==> config.mk <==
export PLATFORM = sky130hd
export DESIGN_NAME = clkdiv_bank
export DESIGN_NICKNAME = d
export VERILOG_FILES = /design/src/rtl/clkdiv_pkg.sv /design/src/rtl/clkdiv_channel.sv /design/src/rtl/clkdiv_bank.sv
export SDC_FILE = /design/constraint.sdc
export NUM_CORES = 1
export LEC_CHECK = 0
export BUFFER_PORTS_ARGS = -buffer_cell sky130_fd_sc_hd__buf_2
export CAP_MARGIN = 40
export CELL_PAD_IN_SITES_DETAIL_PLACEMENT = 0
export CELL_PAD_IN_SITES_GLOBAL_PLACEMENT = 1
export CORE_MARGIN = 2
export CORE_UTILIZATION = 43
export DETAILED_ROUTE_END_ITERATION = 6
export HOLD_SLACK_MARGIN = 0.1
export MAX_ROUTING_LAYER = met4
export PLACE_DENSITY_LB_ADDON = 0.1
export SLEW_MARGIN = 15
export SYNTH_ARGS = -nofsm -noshare
export SYNTH_HDL_FRONTEND = slang
export SYNTH_SLANG_ARGS = --single-unit
==> constraint.sdc <==
create_clock -name clock_in -period 3.4 [get_ports clock_in]
set_clock_uncertainty 0.1 [all_clocks]
set_input_delay 0.17 -clock clock_in [delete_from_list [all_inputs] [get_ports clock_in]]
set_output_delay 0.17 -clock clock_in [all_outputs]
set_load 0.02 [all_outputs]
==> src/rtl/clkdiv_pkg.sv <==
// rtl/clkdiv_pkg.sv - shared defaults and channel-state type for the clock divider bank
package clkdiv_pkg;

  localparam int CNT_W_DEF     = 16;
  localparam int RESET_DIV_DEF = 10;

  typedef enum logic [1:0] {
    CH_IDLE     = 2'd0,
    CH_RUN      = 2'd1,
    CH_RUN_PEND = 2'd2
  } ch_state_e;

endpackage

==> src/rtl/clkdiv_channel.sv <==
// rtl/clkdiv_channel.sv - one divider channel with shadowed config applied at period boundaries
module clkdiv_channel
  import clkdiv_pkg::*;
#(
  parameter int CNT_W     = CNT_W_DEF,
  parameter int RESET_DIV = RESET_DIV_DEF
) (
  input  logic             clock_in,
  input  logic             rst,
  input  logic             cfg_we_i,
  input  logic [CNT_W-1:0] cfg_div_i,
  input  logic [CNT_W-1:0] cfg_high_i,
  input  logic             sync_i,
  output logic             clk_out_o,
  output logic             tick_o,
  output logic             pending_o
);

  logic [CNT_W-1:0] cnt_q, cnt_d;
  logic [CNT_W-1:0] div_a_q, div_a_d, high_a_q, high_a_d;
  logic [CNT_W-1:0] div_p_q, div_p_d, high_p_q, high_p_d;
  logic             pend_q, pend_d;
  logic             clk_q, clk_d, tick_q, tick_d;
  logic             wrap;
  ch_state_e        state;

  always_comb begin
    cnt_d    = cnt_q;
    div_a_d  = div_a_q;
    high_a_d = high_a_q;
    div_p_d  = div_p_q;
    high_p_d = high_p_q;
    pend_d   = pend_q;

    if (div_a_q == '0)  state = CH_IDLE;
    else if (pend_q)    state = CH_RUN_PEND;
    else                state = CH_RUN;

    wrap   = (state != CH_IDLE) && (cnt_q >= div_a_q - CNT_W'(1));
    clk_d  = (state != CH_IDLE) && (cnt_q < high_a_q);
    tick_d = (state != CH_IDLE) && (cnt_q == '0);

    // Shadow is only swapped in on a period boundary so no runt pulse escapes.
    case (state)
      CH_IDLE: begin
        cnt_d = '0;
        if (pend_q) begin
          div_a_d  = div_p_q;
          high_a_d = high_p_q;
          pend_d   = 1'b0;
        end
      end
      CH_RUN: begin
        cnt_d = (sync_i || wrap) ? '0 : cnt_q + CNT_W'(1);
      end
      CH_RUN_PEND: begin
        if (sync_i || wrap) begin
          cnt_d    = '0;
          div_a_d  = div_p_q;
          high_a_d = high_p_q;
          pend_d   = 1'b0;
        end else begin
          cnt_d = cnt_q + CNT_W'(1);
        end
      end
      default: cnt_d = '0;
    endcase

    if (cfg_we_i && !pend_q) begin
      div_p_d  = cfg_div_i;
      high_p_d = cfg_high_i;
      pend_d   = 1'b1;
    end
  end

  always_ff @(posedge clock_in) begin
    if (rst) begin
      cnt_q    <= '0;
      div_a_q  <= CNT_W'(RESET_DIV);
      high_a_q <= CNT_W'(RESET_DIV / 2);
      div_p_q  <= CNT_W'(RESET_DIV);
      high_p_q <= CNT_W'(RESET_DIV / 2);
      pend_q   <= 1'b0;
      clk_q    <= 1'b0;
      tick_q   <= 1'b0;
    end else begin
      cnt_q    <= cnt_d;
      div_a_q  <= div_a_d;
      high_a_q <= high_a_d;
      div_p_q  <= div_p_d;
      high_p_q <= high_p_d;
      pend_q   <= pend_d;
      clk_q    <= clk_d;
      tick_q   <= tick_d;
    end
  end

  assign clk_out_o = clk_q;
  assign tick_o    = tick_q;
  assign pending_o = pend_q;

endmodule

==> src/rtl/clkdiv_bank.sv <==
// rtl/clkdiv_bank.sv - bank of independent clock dividers with per-channel config decode
module clkdiv_bank
  import clkdiv_pkg::*;
#(
  parameter int  NUM_CH    = 4,
  parameter int  CNT_W     = CNT_W_DEF,
  parameter int  RESET_DIV = RESET_DIV_DEF,
  localparam int CH_W      = (NUM_CH > 1) ? $clog2(NUM_CH) : 1
) (
  input  logic              clock_in,
  input  logic              rst,
  input  logic              cfg_valid,
  output logic              cfg_ready,
  input  logic [CH_W-1:0]   cfg_ch,
  input  logic [CNT_W-1:0]  cfg_div,
  input  logic [CNT_W-1:0]  cfg_high,
  input  logic              sync,
  output logic [NUM_CH-1:0] clk_out,
  output logic [NUM_CH-1:0] tick,
  output logic [NUM_CH-1:0] pending
);

  logic [NUM_CH-1:0] ch_sel;

  for (genvar i = 0; i < NUM_CH; i++) begin : g_ch
    assign ch_sel[i] = (cfg_ch == CH_W'(i));

    clkdiv_channel #(
      .CNT_W     (CNT_W),
      .RESET_DIV (RESET_DIV)
    ) u_ch (
      .clock_in   (clock_in),
      .rst        (rst),
      .cfg_we_i   (cfg_valid && ch_sel[i]),
      .cfg_div_i  (cfg_div),
      .cfg_high_i (cfg_high),
      .sync_i     (sync),
      .clk_out_o  (clk_out[i]),
      .tick_o     (tick[i]),
      .pending_o  (pending[i])
    );
  end

  // An out-of-range channel matches no select line, so the request is swallowed.
  assign cfg_ready = ~|(ch_sel & pending);

endmodule

==> metrics.md <==
| Metric | Value |
|---|---|
| Status | `finished with violations` |
| Failing checks | `setup timing` |
| Hold crit path type | `in2reg` |
| VDD IR-drop max | `approximately 0.00036 V` |
| Max Cap Viol | `0` |
| Post-DRT Antenna Nets | `0` |
| Hold slack | `0.1538 ns` |
| GR Overflow Total | `0` |
| GP Congestion | `around 0.86` |
| Initial antenna violation count | `1` |
| WS Path Type | `reg2reg` |
| Crit path top cell by count | `nor4_4` |
| Count leader, synth | `nand2_1` |
| Die ar. | `43,900 um^2` |
| Filler Cell Count | `between 3k and 4k` |
| Die width | `approximately 210 um` |
| Main synth FF type | `dfxtp_1` |
| Data arrival, critical path | `a little under 4 ns` |
| Top-Level Pins | `between 50 and 60` |
| Htree depth | `2` |
| Cell Rows | `between 70 and 80` |
| Headroom to the max-slew limit | `0.2963` |
| Setup ws final | `-0.1481 ns` |
| Most frequent cells after synthesis | `nand2_1, dfxtp_1, a21oi_1` |
| Reg2Reg Launch Point | `g_ch[0].u_ch.div_a_q[11]$_SDFFE_PP0P_` |
| Ys async rst share | `0` |
| Share of layout cells above drive strength 1 | `0.2023` |
| Critical Path Sink Type | `register` |
| Dpl ws | `-0.1656 ns` |
| Final Cycle Share | `1.044` |
| Synthesized instance count | `about 2.2k` |
| CP startpoint kind | `register` |
| Residual DRC count | `0` |
| Vias in the first global route | `around 16k` |
| Crit Path Max Fanout | `14` |
| Post-synthesis register bit count | `332` |
| Total chip power | `around 0.0094 W` |
| Crit-path max cell delay | `roughly 0.55 ns` |
| Yosys warnings | `0` |
| Core Area | `between 40,000 and 50,000 um^2` |
| All-Layer GR Usage | `0.2655` |
| Buf/Inv on CP | `1` |
| Top cell family by delay on the critical path | `simple AND/OR/NAND/NOR gates` |
| Worst-margin pin slew | `1.056 ns` |
| Met1 GRT Util | `0.3426` |
| Fmax | `around 280 MHz` |
| Clk sinks | `332` |
| Die Y | `around 210 um` |
| Met3 usage | `0.03786` |
| RSZ-0062 raised after global routing | `yes` |
| Drt first pass iters | `5` |
| Count of final hold-check violations | `0` |
| Mapped Nets | `approximately 2.4k` |
| Clk_lat worst skew | `~0.56 ns` |
| Routed vias | `between 15k and 20k` |
| Area leader, netlist | `dfxtp_1` |
| Sequential share of the synthesized area | `0.3659` |
| Hold Startpoint | `cfg_valid` |
| Root Driver | `clkbuf_16` |
| Port buffer count | `50` |
| CTS tree | `yes` |
| Via-to-Cell Ratio | `5.670` |
| Synth Cell Area | `around 18,000 um^2` |
| Post-synth EDFFs | `0` |
| CTS Buf Count | `40` |
| Critical path, cell by cell | `or4_4, nor4_4, nor2b_4, xnor2_2, ha_1, nand4_1, or3_4, nor4_4, a2111oi_4, buf_6, or3b_1, a21oi_2` |
| Bufs on Longest Clock Path | `3` |
| HPWL after detailed placement | `40,040 um` |
| Top cell type's share of synthesized area | `0.3659` |
| Largest net degree at the start of global routing | `between 150 and 200` |
| PD cells | `roughly 410 nW/um^2` |
| GR Util met2 | `0.4355` |
| Worst-path clk slew | `around 0.06 ns` |
| Synth top area cells | `dfxtp_1, ha_1, nand2_1` |
| Syn avg cell area | `8.112 um^2` |
| Minimum clock period | `about 3.5 ns` |
| Global route hottest layer | `met2` |
| Slew Viols, Final | `0` |
| Netlist cell types | `62` |
| Routed len/inst | `between 15 and 20 um` |
| Leak pwr | `roughly 9.4 nW` |
| Multi-input logic area | `11,390 um^2` |
| Fin Setup TNS | `-9.876 ns` |
| Req. time, crit path | `3.77 ns` |
| Slowest-stage cell, CP | `or4_4` |
| First-pass GRT wire length | `89,760 um` |
| Reg area | `between 6000 and 7000 um^2` |
| Area Growth Syn to Fin | `26.67%` |
| Crit path launch | `g_ch[0].u_ch.div_a_q[11]$_SDFFE_PP0P_` |
| Final Net Count | `roughly 2.6k` |
| Iter 0 DRT Violations | `roughly 1.2k` |
| Final wirelength | `between 50,000 and 60,000 um` |
| Initial core utilization | `0.4340` |
| Setup-failing EPs final | `approximately 110` |
[per-layer routing]
metal	vias up	wire length, um	part of all wire
li1	8301	-	-
met1	8159	26180	0.45
met2	297	27780	0.48
met3	93	2319	0.040
met4	0	1430	0.025
met5	-	0	0
[kinds of logic (layout without fill, tap and decap cells)]
kind of cell,Yosys count,after routing,share of synthesized area
fa+ha+maj,140,140,0.09645
simple gates,905,905,0.2409
mux,1,1,0.0006200
flops,332,332,0.3659
compound gates,471,471,0.1788
other cells,0,1,0
xor+xnor,110,110,0.05304
buf+inv,280,473,0.06421
[metrics by stage]
step | utilization | instance area, um^2 | std cells
after global routing | 0.5497 | 23010 | 2972
after floorplan | - | 18240 | 2239
after global placement | 0.4731 | 19800 | 2829
final | 0.5497 | 23010 | 2972
after CTS | 0.5328 | 22300 | 2957
after detailed placement | 0.4731 | 19800 | 2829
[placed cells by master, fill, tap and decap left out, types with 15 or more instances in the layout]
| cell type | netlist | final |
|---|---|---|
| xor2_1 | 42 | 42 |
| o41a_1 | 15 | 15 |
| buf_4 | 12 | 151 |
| a32oi_1 | 50 | 48 |
| nand2b_1 | 25 | 25 |
| dfxtp_1 | 332 | 324 |
| or3b_1 | 28 | 26 |
| nand3_1 | 99 | 72 |
| a311o_1 | 15 | 15 |
| a21oi_1 | 191 | 179 |
| nand4_1 | 61 | 61 |
| nand2_1 | 384 | 339 |
| ha_1 | 140 | 138 |
| buf_6 | 6 | 25 |
| and3_1 | 73 | 73 |
| clkbuf_16 | 0 | 42 |
| inv_1 | 119 | 115 |
| nand3_2 | 0 | 27 |
| o21a_1 | 15 | 15 |
| a21o_1 | 20 | 20 |
| o21ai_0 | 46 | 45 |
| o221ai_1 | 15 | 15 |
| buf_12 | 0 | 17 |
| xnor2_1 | 68 | 65 |
| nand2_2 | 0 | 16 |
| o211ai_1 | 20 | 20 |
| nor2_1 | 109 | 101 |
| buf_2 | 20 | 50 |
| nor3_1 | 59 | 50 |
| dlygate4sd3_1 | 0 | 36 |
| nand2_4 | 0 | 29 |
[worst paths after layout]
check                                          endpoint  slack, ns  cells past startpoint
setup reg to reg  g_ch[0].u_ch.high_a_q[8]$_SDFFE_PP0P_      -0.15                     12
hold / removal    g_ch[0].u_ch.high_p_q[3]$_SDFFE_PP0P_       0.15                      6
setup / recovery  g_ch[0].u_ch.high_a_q[8]$_SDFFE_PP0P_      -0.15                     12
hold reg to reg   g_ch[2].u_ch.high_p_q[9]$_SDFFE_PP0P_       0.35                      2
[layout make-up]
class,count,share of cell area
Sequential cell,332,0.2894
Clock buffer,58,0.05216
Multi-Input combinational cell,1627,0.4952
Antenna cell,1,0.0001088
Tap cell,539,0.02931
Inverter,122,0.02012
Timing Repair Buffer,283,0.1064
Clock inverter,10,0.007179
[report_power, final]
| group | leakage (nW) | switching, W | internal (W) |
|---|---|---|---|
| Sequential | 2.69 | 0.0000579 | 0.00397 |
| Combinational | 6.09 | 0.000529 | 0.000333 |
| Clock | 0.661 | 0.00174 | 0.00274 |
| Total | 9.45 | 0.00232 | 0.00705 |
[registers in the layout, summed over array words and instances, names as in the netlist]
register and cells:
g_ch.u_ch.div_p_q 64, g_ch.u_ch.high_p_q 64, g_ch.u_ch.pending_o 4, g_ch.u_ch.tick_o 4
g_ch.u_ch.high_a_q 64, g_ch.u_ch.cnt_q 64, g_ch.u_ch.div_a_q 64, g_ch.u_ch.clk_out_o 4
[worst reg2reg max path, stage by stage, from the launching register on]
cell and delay (ns):
dfxtp_2 0.32, or4_4 0.55, nor4_4 0.24, nor2b_4 0.20
xnor2_2 0.07, ha_1 0.31, nand4_1 0.12, or3_4 0.36
nor4_4 0.30, a2111oi_4 0.19, buf_6 0.19, or3b_1 0.39
a21oi_2 0.13
[timing repair]
item                                   in CTS  in global routing
resized for setup                         143                123
gates cloned                                7                  2
pin swaps                                  33                 51
setup endpoints to repair                 140                195
hold buffers                               37                  0
endpoints found under the hold margin     152                  0
buffers inserted                           16                 14
Note: power is estimated with default switching activity, not from simulation.
